## src/rtl/lexer_pkg.sv

```systemverilog
// Shared definitions for the word lexer: token kinds, FSM states, ASCII constants.
package lexer_pkg;

  localparam logic [1:0] TOK_NONE  = 2'b00;
  localparam logic [1:0] TOK_BEGIN = 2'b01;
  localparam logic [1:0] TOK_END   = 2'b10;
  localparam logic [1:0] TOK_OTHER = 2'b11;

  typedef enum logic [3:0] {
    ST_IDLE,
    ST_B1,
    ST_B2,
    ST_B3,
    ST_B4,
    ST_B5,
    ST_E1,
    ST_E2,
    ST_E3,
    ST_OTH
  } state_t;

  localparam logic [7:0] CH_SPACE = 8'h20;
  localparam logic [7:0] CH_NUL   = 8'h00;
  localparam logic [7:0] CH_UA    = 8'h41;
  localparam logic [7:0] CH_UZ    = 8'h5A;
  localparam logic [7:0] CASE_OFS = 8'h20;

  // Kind a word would get if it ended while the FSM sits in state s.
  function automatic logic [1:0] state_kind(input state_t s);
    case (s)
      ST_IDLE: state_kind = TOK_NONE;
      ST_B5:   state_kind = TOK_BEGIN;
      ST_E3:   state_kind = TOK_END;
      default: state_kind = TOK_OTHER;
    endcase
  endfunction

endpackage

```

## src/rtl/ascii_fold.sv

```systemverilog
// Combinational character front end: uppercase-to-lowercase fold and class decode.
module ascii_fold
  import lexer_pkg::*;
(
  input  logic [7:0] ch,
  output logic [7:0] folded,
  output logic       is_delim,
  output logic       is_idle
);

  // Fold 'A'-'Z' down to lowercase and flag the delimiter and idle bytes.
  always_comb begin
    folded   = ch;
    if (ch >= CH_UA && ch <= CH_UZ) folded = ch + CASE_OFS;
    is_delim = (ch == CH_SPACE);
    is_idle  = (ch == CH_NUL);
  end

endmodule

```

## src/rtl/word_lexer.sv

```systemverilog
// Segments the ASCII stream into space-delimited words and classifies each one
// as BEGIN, END or OTHER, emitting one registered token per completed word.
module word_lexer
  import lexer_pkg::*;
#(
  parameter int LEN_W = 6
) (
  input  logic             clk,
  input  logic             reset,
  input  logic [7:0]       in,
  output logic             tok_valid,
  output logic [1:0]       tok_kind,
  output logic [LEN_W-1:0] tok_len,
  output logic [1:0]       pend_kind,
  output logic             in_word
);

  logic [7:0]       ch_p0;
  logic             delim_p0;
  logic             idle_p0;

  state_t           state_p1;
  state_t           state_nxt;
  logic [LEN_W-1:0] len_p1;
  logic [LEN_W-1:0] len_nxt;
  logic             emit;

  ascii_fold u_fold (
    .ch       (in),
    .folded   (ch_p0),
    .is_delim (delim_p0),
    .is_idle  (idle_p0)
  );

  // Length counter sticks at its maximum instead of wrapping.
  function automatic logic [LEN_W-1:0] sat_inc(input logic [LEN_W-1:0] v);
    sat_inc = (&v) ? v : v + LEN_W'(1);
  endfunction

  // Keyword matcher: walks "begin" / "end" prefixes, anything else falls into OTH.
  function automatic state_t advance(input state_t s, input logic [7:0] c);
    advance = ST_OTH;
    case (s)
      ST_IDLE: begin
        if (c == "b")      advance = ST_B1;
        else if (c == "e") advance = ST_E1;
      end
      ST_B1:   if (c == "e") advance = ST_B2;
      ST_B2:   if (c == "g") advance = ST_B3;
      ST_B3:   if (c == "i") advance = ST_B4;
      ST_B4:   if (c == "n") advance = ST_B5;
      ST_E1:   if (c == "n") advance = ST_E2;
      ST_E2:   if (c == "d") advance = ST_E3;
      default: advance = ST_OTH;
    endcase
  endfunction

  // Next state and counter; idle bytes freeze everything, a delimiter closes a word.
  always_comb begin
    state_nxt = state_p1;
    len_nxt   = len_p1;
    emit      = 1'b0;
    if (!idle_p0) begin
      if (delim_p0) begin
        if (state_p1 != ST_IDLE) begin
          emit      = 1'b1;
          state_nxt = ST_IDLE;
          len_nxt   = '0;
        end
      end else begin
        state_nxt = advance(state_p1, ch_p0);
        len_nxt   = sat_inc(len_p1);
      end
    end
  end

  // ---- stage p1: FSM state, length counter and registered outputs ----
  // State/counter update and one-cycle token pulse; reset discards any open word.
  always_ff @(posedge clk) begin
    if (reset) begin
      state_p1  <= ST_IDLE;
      len_p1    <= '0;
      tok_valid <= 1'b0;
      tok_kind  <= TOK_NONE;
      tok_len   <= '0;
      pend_kind <= TOK_NONE;
      in_word   <= 1'b0;
    end else begin
      state_p1  <= state_nxt;
      len_p1    <= len_nxt;
      tok_valid <= emit;
      tok_kind  <= emit ? state_kind(state_p1) : TOK_NONE;
      tok_len   <= emit ? len_p1 : '0;
      pend_kind <= state_kind(state_nxt);
      in_word   <= (state_nxt != ST_IDLE);
    end
  end

endmodule

```

## config.mk

```make
export PLATFORM = sky130hd
export DESIGN_NAME = word_lexer
export DESIGN_NICKNAME = d
export VERILOG_FILES = /design/src/rtl/lexer_pkg.sv /design/src/rtl/ascii_fold.sv /design/src/rtl/word_lexer.sv
export SDC_FILE = /design/constraint.sdc
export NUM_CORES = 1
export LEC_CHECK = 0
export ABC_CLOCK_PERIOD_IN_PS = 6650
export CAP_MARGIN = 20
export CORE_MARGIN = 3
export CORE_UTILIZATION = 35
export DETAILED_ROUTE_END_ITERATION = 7
export DONT_BUFFER_PORTS = 1
export GPL_TIMING_DRIVEN = 0
export PLACE_DENSITY_LB_ADDON = 0.05
export SLEW_MARGIN = 20
export SYNTH_ARGS = -nofsm -noshare
export SYNTH_HDL_FRONTEND = slang
export SYNTH_SLANG_ARGS = --single-unit
```

## constraint.sdc

```tcl
create_clock -name clk -period 6.65 [get_ports clk]
set_input_delay 1.995 -clock clk [delete_from_list [all_inputs] [get_ports clk]]
set_output_delay 1.995 -clock clk [all_outputs]
set_load 0.01 [all_outputs]
```

==> results of run 1 <==
[layout make-up]
type | count | area (um^2)
Clock inverter | 1 | 30.0
Sequential cell | 22 | 440
Clock buffer | 3 | 22.5
Multi-Input combinational cell | 99 | 631
Fill cell | 307 | 1680
Tap cell | 42 | 52.6
Buffer | 6 | 25.0
Inverter | 6 | 22.5
[per-layer routing]
layer	GRT usage (%)	part of all wire, %	up-vias
met2	18.1	38	49
met3	4.68	10	6
met1	19.6	51	445
li1	-	-	492
met5	0	0	-
met4	3.58	0.82	0
[critical path, cell delays in order]
cell,delay (ps)
ha_1,250
nor2b_1,280
o21ai_2,160
o311a_1,370
o31a_1,330
nor2_1,160
a31oi_1,100
[state kept, by name (all words and copies together), names as in the netlist]
register   flops
in_word        1
len_p1         6
pend_kind      2
state_p1       4
tok_kind       2
tok_len        6
tok_valid      1
[power by group]
group | leakage, nW | internal [mW] | switching, mW | total [mW]
Clock | 0.0279 | 0.0609 | 0.0384 | 0.0993
Combinational | 0.250 | 0.00839 | 0.0130 | 0.0213
Sequential | 0.180 | 0.135 | 0.00401 | 0.139
[synth_stat cells (2+ instances only)]
cell,n
o21ai_2,2
and3_1,2
ha_1,2
xor2_1,4
nand3_1,4
a211oi_1,2
and2_1,6
dfxtp_1,22
nor3b_1,2
inv_1,6
nand2b_1,4
nor2b_1,3
o2111ai_1,2
nand2_1,7
o21ai_0,5
o32ai_1,2
nand4_1,4
nor3_1,2
nor2_1,19
a31oi_1,4
a311oi_1,2
a21oi_1,4
nor4_1,2
clkbuf_1,4
[logic make-up (layout without fill, tap and decap cells)]
kind of cell | after synthesis | count (layout) | share of synthesized area (%)
buf+inv | 12 | 16 | 4.25
fa+ha+maj | 2 | 2 | 2.24
compound gates | 31 | 31 | 20.1
simple gates | 60 | 60 | 29.2
flops | 22 | 22 | 39.4
xor+xnor | 5 | 5 | 3.91
mux | 1 | 1 | 0.895
[per-stage QoR]
stage	hold WS (ps)	power (mW)	setup WS, ps
floorplan	465	0.158	3040
global placement	491	0.163	2880
detailed placement	494	0.163	2850
CTS	510	0.263	3180
global route	524	0.273	3090
finish	509	0.260	3180
[how the worst max path moves through the flow]
| stage | slack (ps) | cells past startpoint | start | endpoint |
|---|---|---|---|---|
| after detailed placement | 2850 | 7 | in[5] | in_word |
| after floorplan | 3040 | 7 | in[5] | pend_kind[1] |
| after global routing | 3090 | 7 | in[5] | pend_kind[0] |
| after CTS | 3180 | 7 | in[5] | in_word |
| final | 3180 | 7 | in[5] | in_word |
| after global placement | 2880 | 7 | in[5] | pend_kind[1] |
==> results.txt, run 1 <==
# diodes = 0
initial antenna violation count = 0
routability-driven placement congestion ratio = 0.857
final core utilization = 42.2%
DRC viols = 0
CTS tree = done
#FFs+latches synth = 22
die height = 62.5 um
die width = 62.5 um
final setup vio count = 0
Vias/cell = 5.54
Synth Net Count = 145
clk sinks = 22
Post-synth EDFFs = 0
synth top area cells = dfxtp_1, nor2_1, and2_1
non-filler cells, final = 179
Data arrival, critical path = 3640 ps
DP HPWL = 1800 um
prevailing post-synth register cell = dfxtp_1
final layout net count = 150
Worst-Skew Late Latency = 300 ps
HP Class = flip-flop to flip-flop
Starting Density = 38.6%
Netlist cell types = 41
GRT Overall Usage = 13.3%
# Post-CTS Setup Buffers = 0
Critical R2R Capture = len_p1[4]
max-slew violations = 0
layout cell share with drive strength beyond 1 = 6.57%
worst endpoint required time = 6820 ps
DRT iter0 DRCs = 75
commonest non-fill, non-tap cell in the layout = dfxtp_1
worst hold stages = 1
DP Cell Count = 175
Fin Setup TNS = 0 ps
peak supply drop = 0.104 mV
total congestion overflow = 0
power per cell area = 212 nW/um^2
crit-path max FO = 6
Port Buffers = 0
Tmin final = 3470 ps
first-pass GRT wire length = 4310 um
CTS clk-pin slew, worst paths = 120 ps
final hold viol count = 0
Core ar. = 2900 um^2
wire length per cell = 13.6 um
sequential cell area fraction in the yosys report = 39.4%
most frequent cells in the layout = dfxtp_1, nor2_1, nand2_1
drt total wl = 2430 um
vias after detailed routing = 992
CP startpoint kind = primary input
Max Buffers Root-to-Sink = 2
Lkg Pwr = 0.458 nW
Area after DPL = 1170 um^2
Rows = 19
status = complete, no violations
top-area cell type share of the netlist area = 39.4%
Ys Warns = 0
fin area = 1220 um^2
Min-Delay Startpoint = len_p1[4]
total CTS buffers = 3
Synth Cell Area = 1120 um^2
largest net degree at the start of global routing = 14
post-synthesis instance total = 133
antenna-violating nets left = 0
Max Cap Violations = 0
Pre-Repair DR Iteration Count = 4
Rel. slew slack = 60.9%
final period utilization = 52.1%
critical path class = primary input to flip-flop
Post-Syn Area per Cell = 8.41 um^2
maximum clock rate = 288 MHz
ys async rst share = 0%
full die area = 3910 um^2
worst reg-to-reg setup slack = 4760 ps
post-synth top area cell = dfxtp_1
worst clock skew = 6.09 ps
FF-to-FF Start = state_p1[2]
Min-Delay Endpoint = tok_len[4]
Root Driver = clkbuf_4
H-Tree Depth = 1
CP endpoint kind = flip-flop
vias in the first global route = 901
# IOs = 22
hold_buf cts = 0
Area Growth Syn to Fin = 9.40%
Least-Margin Pin Slew = 581 ps
FF-to-FF path depth = 7
PostCTS Resize Cnt = 0
RSZ-0062 raised after global routing = false
Note: power is estimated with default switching activity, not from simulation.
==> run 2: changes to the inputs <==
- ABC_CLOCK_PERIOD_IN_PS: 6650 -> 3600
- clock period: 6.65 -> 3.6 ns (I/O delays scaled with it)
==> results of run 2 <==
Same layout as run 1 (identical final DEF). Status: complete, no violations.
Main changes from that run: setup slack after placement 2850 ps -> 716 ps; setup slack after layout 3180 ps -> 1050 ps; register-to-register setup slack 4760 ps -> 1710 ps; total power 0.260 mW -> 0.480 mW; worst IR drop on VDD 0.104 mV -> 0.193 mV
